--- config.mk ---
export PLATFORM = sky130hd
export DESIGN_NAME = mem_copy_master
export DESIGN_NICKNAME = d
export VERILOG_FILES = /design/src/rtl/mem_copy_master.sv
export SDC_FILE = /design/constraint.sdc
export NUM_CORES = 1
export LEC_CHECK = 0
export CAP_MARGIN = 20
export CORE_ASPECT_RATIO = 1.5
export CORE_UTILIZATION = 45
export CTS_BUF_LIST = sky130_fd_sc_hd__clkbuf_16
export DETAILED_ROUTE_END_ITERATION = 8
export PLACE_DENSITY = 0.64
export SYNTH_ARGS = -nofsm -noshare
export SYNTH_HDL_FRONTEND = slang
export SYNTH_SLANG_ARGS = --single-unit
--- constraint.sdc ---
create_clock -name clock -period 6.8 [get_ports clock]
set_input_delay 1.02 -clock clock [delete_from_list [all_inputs] [get_ports clock]]
set_output_delay 1.02 -clock clock [all_outputs]
set_load 0.005 [all_outputs]
--- src/rtl/mem_copy_master.sv ---
// Memory-to-memory byte copier driving a synchronous single-port memory bus.
// Each byte takes three clocks: read address, latch read data, write.
module mem_copy_master #(
    parameter int RW_LO = 128,
    parameter int RW_HI = 223
) (
    input  logic       clock,
    input  logic       reset,
    input  logic       start,
    input  logic [7:0] src_addr,
    input  logic [7:0] dst_addr,
    input  logic [7:0] length,
    output logic [7:0] address,
    output logic [7:0] to_memory,
    output logic       write,
    input  logic [7:0] from_memory,
    output logic       busy,
    output logic       done,
    output logic       error
);

    localparam logic [8:0] RW_LO_C = 9'(RW_LO);
    localparam logic [8:0] RW_HI_C = 9'(RW_HI);

    typedef enum logic [1:0] {
        IDLE  = 2'd0,
        RD    = 2'd1,
        LATCH = 2'd2,
        WR    = 2'd3
    } state_t;

    state_t     state_r, state_s;
    logic [7:0] src_r, src_s;
    logic [7:0] dst_r, dst_s;
    logic [7:0] len_r, len_s;
    logic [7:0] count_r, count_s;
    logic [7:0] address_r, address_s;
    logic [7:0] to_memory_r, to_memory_s;
    logic       write_r, write_s;
    logic       busy_r, busy_s;
    logic       done_r, done_s;
    logic       error_r, error_s;
    logic [8:0] dst_end_s;
    logic [8:0] src_end_s;
    logic       reject_s;

    // Range check on the incoming request; sums are 9 bits so wrap past 255 is caught
    always_comb begin
        dst_end_s = {1'b0, dst_addr} + {1'b0, length} - 9'd1;
        src_end_s = {1'b0, src_addr} + {1'b0, length} - 9'd1;
        reject_s  = (length != 8'd0) &&
                    (({1'b0, dst_addr} < RW_LO_C) || (dst_end_s > RW_HI_C) || (src_end_s > 9'd255));
    end

    // Next-state and next-output logic for the copy sequencer
    always_comb begin
        state_s     = state_r;
        src_s       = src_r;
        dst_s       = dst_r;
        len_s       = len_r;
        count_s     = count_r;
        address_s   = address_r;
        to_memory_s = to_memory_r;
        write_s     = 1'b0;
        busy_s      = busy_r;
        done_s      = 1'b0;
        error_s     = error_r;
        case (state_r)
            IDLE: begin
                if (start) begin
                    src_s   = src_addr;
                    dst_s   = dst_addr;
                    len_s   = length;
                    count_s = 8'd0;
                    if (reject_s) begin
                        error_s = 1'b1;
                        done_s  = 1'b1;
                    end else if (length == 8'd0) begin
                        error_s = 1'b0;
                        done_s  = 1'b1;
                    end else begin
                        error_s   = 1'b0;
                        busy_s    = 1'b1;
                        address_s = src_addr;
                        state_s   = RD;
                    end
                end else begin
                    state_s = IDLE;
                end
            end
            RD: begin
                state_s = LATCH;
            end
            LATCH: begin
                to_memory_s = from_memory;
                address_s   = dst_r;
                write_s     = 1'b1;
                state_s     = WR;
            end
            WR: begin
                src_s   = src_r + 8'd1;
                dst_s   = dst_r + 8'd1;
                count_s = count_r + 8'd1;
                // count_r is the number copied before this write completes
                if (({1'b0, count_r} + 9'd1) < {1'b0, len_r}) begin
                    address_s = src_r + 8'd1;
                    state_s   = RD;
                end else begin
                    busy_s  = 1'b0;
                    done_s  = 1'b1;
                    state_s = IDLE;
                end
            end
            default: begin
                busy_s  = 1'b0;
                state_s = IDLE;
            end
        endcase
    end

    // State and registered bus outputs
    always_ff @(posedge clock) begin
        if (reset) begin
            state_r     <= IDLE;
            src_r       <= 8'd0;
            dst_r       <= 8'd0;
            len_r       <= 8'd0;
            count_r     <= 8'd0;
            address_r   <= 8'd0;
            to_memory_r <= 8'd0;
            write_r     <= 1'b0;
            busy_r      <= 1'b0;
            done_r      <= 1'b0;
            error_r     <= 1'b0;
        end else begin
            state_r     <= state_s;
            src_r       <= src_s;
            dst_r       <= dst_s;
            len_r       <= len_s;
            count_r     <= count_s;
            address_r   <= address_s;
            to_memory_r <= to_memory_s;
            write_r     <= write_s;
            busy_r      <= busy_s;
            done_r      <= done_s;
            error_r     <= error_s;
        end
    end

    assign address   = address_r;
    assign to_memory = to_memory_r;
    assign write     = write_r;
    assign busy      = busy_r;
    assign done      = done_r;
    assign error     = error_r;

endmodule

==> reports/metrics.yaml <==
power_density_nw_per_um2: 295.4
setup_viol: 0
fp.dieW_um: 76.50
synth-seq-cells: 54
period_needed_ps: 4235
wl_per_cell_um: 14.64
met2_usage_pct: 39.76
port_buffers: 54
cts_buffer_depth: 2
p_leak_nw: 1.888
yosysMostFrequentCell: "inv_1"
synth_area_leaders: "dfxtp_1 29%, ha_1 15%, inv_1 6.4%"
antenna_left: 0
drive_above_1_share_pct: 3.752
grt_max_degree: 56
insertedDiodeCount: 0
hold_class: "reg2reg"
io_pins: 55
viasPerCell: 5.397
worst_ir_drop_vdd_mv: 0.1505
yosys-top-cells-count: "64 x inv_1, 58 x nor2_1, 54 x dfxtp_1, 49 x nand2_1, 45 x a21oi_1"
max_freq_mhz: 236.1
start_util_pct: 46.49
antenna_found_initial: 0
grt_use_met1_pct: 26.70
ys_warn_count: 0
fin_tns_setup_ps: 0
timing.final.crit_share_pct: 62.28
rsz0062_at_grt: "false"
crit_path_end_kind: "flop"
cts_hold_buf: 0
wl_um: 9343
gr-max-usage-layer: "met2"
fin_cells: 638
arrival_ps: 4370
crit_required_ps: 6940
num_vias: 3443
cts_setup_buffers: 0
syn_area_um2: 3746
cts_resized: 0
finClkSkew_ps: 8.983
die_height_um: 113.7
avgSynthCellArea_um2: 7.630
firstDrtPassIters: 4
maxCapViolations: 0
gp_congestion: 0.8042
met3_usage_pct: 3.760
cp-start-kind: "primary input"
yosysUniqueCellTypes: 58
area_growth_pct: 20.01
synth.top_cell.area_share_pct: 28.86
multiInputGateArea_um2: 2331
synth_nets: 571
coreArea_um2: 8058
drc: 0
cts-htree-levels: 2
track_usage_pct: 22.67
insertion_delay_ps: 300
async_reset_ff_share_pct: 0
first_global_vias: 3244
tightest_slew_ps: 1019
grt_pass1_wl_um: 15480
fillers: 769
cts_buffers: 5
drt_iter0_drc: 176
status: "completed"
grt.overflow.total: 0
clock_sinks: 54
final_nets: 612
path_class: "in2reg"
critPathMaxFanout: 10
cts_tree: "done"
post-place-cells: 630
yosysSeqAreaShare_pct: 28.86
maxSlewHeadroom_pct: 32.04
synth_ff_type: "dfxtp_1"
synth_edf_count: 0
syn-instance-count: 491
root_buffer: "clkbuf_16"
clk_pin_slew_ps: 70
die_area_um2: 8701
synth_area_leader_cell: "dfxtp_1"
dp_hpwl_um: 6992
num_rows: 40
finalMaxSlewViolations: 0
hold_viol: 0
ff_latch_area_um2: 1081
==> cell type report <==
type                            count  area share, %
Clock inverter                      3         0.5566
Inverter                           65          5.427
Multi-Input combinational cell    349          51.85
Sequential cell                    54          24.05
Timing Repair Buffer               57          12.41
Tap cell                          105          2.922
Clock buffer                        5          2.783
==> metrics by stage <==
stage | setup WS (ps) | total power, mW | area, µm² | hold WS, ps | util (%)
global route | 2321 | 1.424 | 4496 | 472.5 | 55.79
floorplan | 3236 | 0.8666 | 3746 | 433.0 | -
CTS | 2587 | 1.335 | 4496 | 456.7 | 55.79
detailed placement | 2269 | 1.068 | 4345 | 444.9 | 53.93
global placement | 2330 | 1.057 | 4345 | 441.4 | 53.93
finish | 2565 | 1.328 | 4496 | 457.2 | 55.79
==> critical path: stages <==
cell and delay [ps]:
clkdlybuf4s50_1 550, inv_1 70, ha_1 270, inv_1 40, ha_1 310, a211oi_1 220
o21ai_0 110, a2111oi_0 420, o211ai_1 240, o41ai_4 650, and2_1 370, a211oi_1 120
==> layout by cell type, fill, tap and decap left out, types with 4 or more instances in the layout <==
| cell type | count |
|---|---|
| and3_1 | 4 |
| xor2_1 | 5 |
| a21o_1 | 4 |
| dfxtp_1 | 54 |
| nand3_1 | 12 |
| clkdlybuf4s50_1 | 53 |
| clkbuf_16 | 5 |
| o21a_1 | 8 |
| inv_1 | 64 |
| a211oi_1 | 12 |
| a221oi_1 | 6 |
| mux2i_1 | 11 |
| ha_1 | 44 |
| nor3_1 | 12 |
| nor2_1 | 58 |
| xnor2_1 | 7 |
| nand2_1 | 49 |
| o21ai_0 | 14 |
| a21oi_1 | 45 |
==> flip-flops by register name (all words and copies together) (netlist names) <==
| name | flops |
|---|---|
| address | 8 |
| busy | 1 |
| count_r | 8 |
| done | 1 |
| dst_r | 8 |
| error | 1 |
| len_r | 8 |
| src_r | 8 |
| state_r | 2 |
| to_memory | 8 |
| write | 1 |
==> where the power goes <==
part / switching (mW) / internal [mW]
registers: 0.0622 / 0.397
clock network: 0.127 / 0.139
logic: 0.336 / 0.267
==> final timing paths <==
check	startpoint	endpoint	slack [ps]	cells past startpoint
worst min register to register	len_r[1]	len_r[1]	460	2
worst max register to register	count_r[0]	address[3]	3670	11
worst max-delay path	src_addr[5]	address[3]	2560	12
worst min-delay path	len_r[1]	len_r[1]	460	2
==> logic make-up (layout without fill, tap and decap cells) <==
group                      count (synthesis)  in the layout  share of synthesized area [%]
muxes                                     11             11                          2.939
buffers and inverters                     88            130                          9.018
DFF                                       54             54                          28.86
AOI/OAI and AO/OA                        125            125                          22.65
adders and majority gates                 45             45                          15.23
xor gates and xnor gates                  12             12                          2.806
and+or+nand+nor                          156            156                          18.50
==> metal layers <==
layer / vias up / share of wire, %
met1: 1577 / 43
met3: 13 / 4.0
met4: 0 / 2.8
li1: 1770 / -
met2: 83 / 50
met5: - / 0
Note: power is estimated with default switching activity, not from simulation.
